--- config.mk ---
export PLATFORM = sky130hd
export DESIGN_NAME = npc_ctrl
export DESIGN_NICKNAME = d
export VERILOG_FILES = /design/src/rtl/npc_ctrl.sv
export SDC_FILE = /design/constraint.sdc
export NUM_CORES = 1
export LEC_CHECK = 0
export BUFFER_PORTS_ARGS = -buffer_cell sky130_fd_sc_hd__buf_4
export CAP_MARGIN = 20
export CORE_MARGIN = 2
export CORE_UTILIZATION = 42
export CTS_BUF_LIST = sky130_fd_sc_hd__clkbuf_2
export DETAILED_ROUTE_END_ITERATION = 7
export PLACE_DENSITY_LB_ADDON = 0.2
export SYNTH_ARGS = -nofsm -noshare
export SYNTH_HDL_FRONTEND = slang
export SYNTH_SLANG_ARGS = --single-unit
--- constraint.sdc ---
create_clock -name clk -period 3.5 [get_ports clk]
set_input_delay 0.7 -clock clk [delete_from_list [all_inputs] [get_ports clk]]
set_output_delay 0.7 -clock clk [all_outputs]
set_load 0.01 [all_outputs]
--- src/rtl/npc_ctrl.sv ---
// rtl/npc_ctrl.sv - next-PC select and PC write control for the fetch stage
// Optional macro: NPC_PERF_EN enables the redirect/stall performance counters.
module npc_ctrl #(
  parameter logic [31:0] RESET_PC = 32'h00400000,
  parameter logic [31:0] EXC_VEC  = 32'h00400004
) (
  input  logic        clk,
  input  logic        rst,
  input  logic [31:0] pc_in,
  input  logic        stall,
  input  logic        br_taken,
  input  logic [31:0] br_target,
  input  logic        jmp,
  input  logic [31:0] jmp_target,
  input  logic        eret,
  input  logic [31:0] epc,
  input  logic        exc_req,
  output logic [31:0] pc_next,
  output logic        pc_we,
  output logic        flush,
  output logic        pend,
  output logic [31:0] redirect_cnt,
  output logic [31:0] stall_cnt
);

  localparam logic [1:0] ST_BOOT = 2'd0;
  localparam logic [1:0] ST_RUN  = 2'd1;
  localparam logic [1:0] ST_PEND = 2'd2;

  logic [1:0]  state_q, state_d;
  logic [31:0] pend_tgt_q, pend_tgt_d;
  logic [1:0]  pend_cls_q, pend_cls_d;

  logic        req_any;
  logic [1:0]  req_cls;
  logic [31:0] req_tgt;
  logic [31:0] pc_seq;
  logic [31:0] pc_raw;

  // Pick the highest-priority redirect request; lower ones are simply discarded
  always_comb begin
    req_any = exc_req | eret | jmp | br_taken;
    req_cls = 2'd0;
    req_tgt = br_target;
    if (exc_req) begin
      req_cls = 2'd3;
      req_tgt = EXC_VEC;
    end else if (eret) begin
      req_cls = 2'd2;
      req_tgt = epc;
    end else if (jmp) begin
      req_cls = 2'd1;
      req_tgt = jmp_target;
    end
  end

  assign pc_seq  = pc_in + 32'd4;
  assign pc_next = pc_raw & 32'hFFFF_FFFC;

  // Next-state and output decode; a redirect seen under stall is parked until the stall clears
  always_comb begin
    state_d    = state_q;
    pend_tgt_d = pend_tgt_q;
    pend_cls_d = pend_cls_q;
    pc_raw     = pc_seq;
    pc_we      = 1'b0;
    flush      = 1'b0;
    pend       = 1'b0;
    if (rst) begin
      state_d    = ST_BOOT;
      pend_tgt_d = 32'd0;
      pend_cls_d = 2'd0;
      pc_raw     = RESET_PC;
    end else begin
      case (state_q)
        ST_BOOT: begin
          pc_raw  = RESET_PC;
          state_d = ST_RUN;
        end
        ST_RUN: begin
          if (!stall) begin
            pc_we = 1'b1;
            if (req_any) begin
              pc_raw = req_tgt;
              flush  = 1'b1;
            end
          end else if (req_any) begin
            pend_tgt_d = req_tgt;
            pend_cls_d = req_cls;
            state_d    = ST_PEND;
          end
        end
        ST_PEND: begin
          pend   = 1'b1;
          pc_raw = pend_tgt_q;
          if (stall) begin
            if (req_any && (req_cls > pend_cls_q)) begin
              pend_tgt_d = req_tgt;
              pend_cls_d = req_cls;
            end
          end else begin
            pc_we   = 1'b1;
            flush   = 1'b1;
            state_d = ST_RUN;
            if (req_any && (req_cls > pend_cls_q)) begin
              pc_raw = req_tgt;
            end
          end
        end
        default: begin
          pc_raw  = RESET_PC;
          state_d = ST_BOOT;
        end
      endcase
    end
  end

  // State registers; reset is folded into the _d logic
  always_ff @(posedge clk) begin
    state_q    <= state_d;
    pend_tgt_q <= pend_tgt_d;
    pend_cls_q <= pend_cls_d;
  end

`ifdef NPC_PERF_EN
  logic [31:0] redirect_cnt_q, redirect_cnt_d;
  logic [31:0] stall_cnt_q, stall_cnt_d;

  // Count applied redirects and stalled cycles outside BOOT
  always_comb begin
    redirect_cnt_d = redirect_cnt_q;
    stall_cnt_d    = stall_cnt_q;
    if (rst) begin
      redirect_cnt_d = 32'd0;
      stall_cnt_d    = 32'd0;
    end else begin
      if (flush) begin
        redirect_cnt_d = redirect_cnt_q + 32'd1;
      end
      if (stall && ((state_q == ST_RUN) || (state_q == ST_PEND))) begin
        stall_cnt_d = stall_cnt_q + 32'd1;
      end
    end
  end

  // Counter registers
  always_ff @(posedge clk) begin
    redirect_cnt_q <= redirect_cnt_d;
    stall_cnt_q    <= stall_cnt_d;
  end

  assign redirect_cnt = redirect_cnt_q;
  assign stall_cnt    = stall_cnt_q;
`else
  assign redirect_cnt = 32'd0;
  assign stall_cnt    = 32'd0;
`endif

endmodule
==> run_results.csv <==
group,metric,value,unit
outcome,status,"completed",
critical_path,r2r_cells,8,
timing,timing.final.ws_setup,0.05836,ns
final_layout,stdcell_area,5396,um2
cts,clock_latency,0.40,ns
synth,netlist_instances,541,
synth,ys_ff_latch,34,
min_path,hold_depth,2,
cts,tritoncts,"yes",
critical_path,cp-end-kind,"output pin",
cts,clkSinkCount,34,
drt,drc,0,
synth,synth_area_per_cell,7.584,um2
timing,fmax,290.6,MHz
pwr,power_density,243.4,nW/um2
grt,grt_pass1_vias,4260,
critical_path,crit_buf_inv,4,
placed_design,pre_cts_slack,0.05112,ns
grt,grt_antenna_before_repair,0,
grt,grt_max_degree,34,
final_layout,fin_cells,836,
synth,synthAdderAreaFrac,1.830,%
timing,worst_slew_pin_slew,0.5036,ns
cts,htree_levels,2,
synth,synth-async-reset-ratio,0,%
final_layout,antenna_cells,0,
timing,setup_tns,0,ns
drt,wire_per_inst,15.67,um
grt,grt_usage,24.42,%
synth,ys.warnings.count,0,
synth,synth_seq_area_share,16.59,%
floorplan,start_util,42.56,%
drt,routed_wl,13100,um
critical_path,crit_family,"compound AO/OA/AOI/OAI gates",
synth,synth-simple-area-share,23.76,%
synth,synth_ff_type,"dfxtp_1",
critical_path,path_max_fanout,6,
critical_path,startpoint_type,"primary input",
floorplan,die_x,102.8,um
grt,grt_overflow,0,
pwr,total_power,1313,uW
synth,synth_edf_count,0,
cts,cts.clk_slew.worst_paths,0.21,ns
timing,finalCritPeriodShare,98.33,%
drt,firstDrtPassIters,6,
job,drv_cap,0,
synth,synth_area,4103,um2
critical_path,crit_type,"primary input to output pin",
timing,relSlewSlack,66.24,%
synth,synth_xor_area_share,4.910,%
critical_path,crit_slowest_cell,"a2111oi_4",
drt,via_per_inst,5.164,
synth,synth.distinct_cells,65,
critical_path,regToRegSetupSlack,1.10,ns
pwr,max-vdd-ir-drop,0.1854,mV
cts,root_buffer,"clkbuf_2",
floorplan,dieHeight,102.8,um
synth,synth_top_family_by_area,"simple AND/OR/NAND/NOR gates",
timing,hold_violations,0,
critical_path,path_cells,"buf_4 -> inv_2 -> nand2_1 -> ha_4 -> nand2b_1 -> a2111oi_4 -> buf_4 -> nor3_2 -> a221o_1 -> buf_4",
floorplan,dieArea,10580,um2
critical_path,cpPeakStageDelay,0.51,ns
final_layout,area.growth.synth_to_final,31.53,%
min_path,whs_endpoint,"pend_cls_q[1]",
floorplan,num_rows,36,
synth,synth_compound_area_share,18.36,%
synth,synth_mux_area_share,15.92,%
timing,min_period,3.442,ns
critical_path,path_common_cell,"buf_4",
cts,cts_buffers,5,
min_path,hold_start,"pend_cls_q[1]",
placed_design,place_area,5278,um2
drt,vias,4317,
placed_design,dp.cells,827,
timing,fin_skew,0.03052,ns
drt,antenna_left,0,
timing,final-max-slew-violation-count,0,
floorplan,core_area,9639,um2
critical_path,cp.required,2.80,ns
floorplan,pin_count,234,
final_layout,drive_gt1_share,34.71,%
timing,setup_violations,0,
pwr,p_leak,0.002390,uW
grt,grt_pass1_wl,20260,um
placed_design,hpwlAfterDp,10550,um
min_path,hold_path_class,"register to register",
critical_path,critPathArrivalTime,2.74,ns
critical_path,r2r_start,"state_q[0]",
critical_path,r2r-end,"pend_tgt_q[12]",
placed_design,gp_congestion,0.9234,
cts,clockBufferDepth,2,
final_layout,layout.nets,843,
drt,drtIter0Drc,155,
placed_design,port_buffers,159,
## where the power goes
| group | switching [uW] | internal (uW) | leakage (uW) |
|---|---|---|---|
| Clock | 147 | 119 | 0.0000427 |
| Combinational | 334 | 289 | 0.00207 |
| Sequential | 13.2 | 412 | 0.000276 |
## sequential cells by signal (all words and copies together) (netlist names)
signal      flops
pend_cls_q      2
state_q         2
pend_tgt_q     30
## worst reg2reg max path, stage by stage, from the launching register on
cell and delay [ns]:
dfxtp_1 0.38, inv_1 0.07, ha_1 0.34, inv_1 0.31, nand2_1 0.15, a211oi_4 0.26
buf_4 0.44, mux2i_1 0.27, and2_1 0.13
## per-layer routing
metal | share of wire, % | global-route usage, % | vias up
met3 | 7.5 | 5.627 | 28
li1 | - | - | 2099
met1 | 41 | 29.11 | 2001
met5 | 0 | 0 | -
met4 | 3.3 | 10.02 | 0
met2 | 49 | 42.33 | 189
## cells by family (layout without fill, tap and decap cells)
kind of cell / after synthesis / after routing
other: 1 / 66
DFF: 34 / 34
muxes: 63 / 63
AOI/OAI and AO/OA: 99 / 99
buffers and inverters: 124 / 221
adders and majority gates: 6 / 6
and+or+nand+nor: 191 / 191
xor gates and xnor gates: 23 / 23
## timing repair
action | CTS | global route
endpoints found under the hold margin | 0 | 0
resized for setup | 0 | 10
hold buffers | 0 | 0
endpoints found under the setup margin | 0 | 22
buffers inserted | 0 | 1
## final cells by class
| class | count | area, um2 |
|---|---|---|
| fillers | 907 | 4243 |
| multi-input cells | 448 | 2967 |
| repair buffers | 188 | 1424 |
| flip-flops and latches | 34 | 680.7 |
| well taps | 133 | 166.4 |
| inverters | 25 | 93.84 |
| clock inverters | 3 | 40.04 |
| clock buffers | 5 | 25.02 |
## cell usage after synthesis (3+ instances only)
cell | instances | share of area (%)
nand2_1 | 69 | 6.3
o211ai_1 | 13 | 2.4
buf_6 | 3 | 0.82
and3_1 | 4 | 0.61
buf_4 | 67 | 12
o221ai_1 | 4 | 0.85
inv_1 | 24 | 2.2
a222oi_1 | 4 | 0.98
buf_2 | 17 | 2.1
clkbuf_1 | 10 | 0.92
o32ai_1 | 3 | 0.64
xor2_1 | 6 | 1.3
dfxtp_1 | 34 | 17
o21ai_0 | 8 | 0.98
nor2b_1 | 3 | 0.46
and4_1 | 4 | 0.85
a211oi_1 | 6 | 1.1
nor2_1 | 47 | 4.3
o221ai_2 | 5 | 1.8
mux2i_1 | 45 | 11
nand4_1 | 6 | 0.92
xnor2_1 | 17 | 3.6
nand3_1 | 9 | 1.1
or4_1 | 3 | 0.55
nor3_1 | 16 | 2.0
and2_1 | 12 | 1.8
ha_1 | 6 | 1.8
mux2_2 | 18 | 4.9
a21oi_1 | 30 | 3.7
## stage by stage
stage	hold slack, ns	util [%]
after floorplan	0.4517	-
after global placement	0.4663	54.75
after detailed placement	0.4838	54.75
after CTS	0.5158	55.43
after global routing	0.5408	55.98
final	0.5118	55.98
## how the worst max path moves through the flow
stage               start          end  slack [ns]  depth (start not counted)
floorplan            eret   pc_next[4]       -0.01                         10
global placement     eret  pc_next[16]        0.08                         11
detailed placement   eret  pc_next[16]        0.05                         11
CTS                  eret  pc_next[16]        0.03                         11
global route         eret  pc_next[19]       -0.03                         11
finish               eret  pc_next[14]        0.06                         10
## cells in the final DEF (no fill, tap or decap), drive strengths merged, types with 4 or more instances in the layout
cell    instances
nor3           18
a211oi          6
o221ai          9
xnor2          17
ha              6
conb           66
buf           188
and4            4
o211ai         14
nor4            4
inv            25
nand2          72
nand3          11
xor2            6
nand4           7
mux2i          45
nor2           47
clkbuf          5
a222oi          4
a21oi          31
and2           12
and3            4
mux2           18
dfxtp          34
o21ai           9
Power figures use the tool's default switching activity.
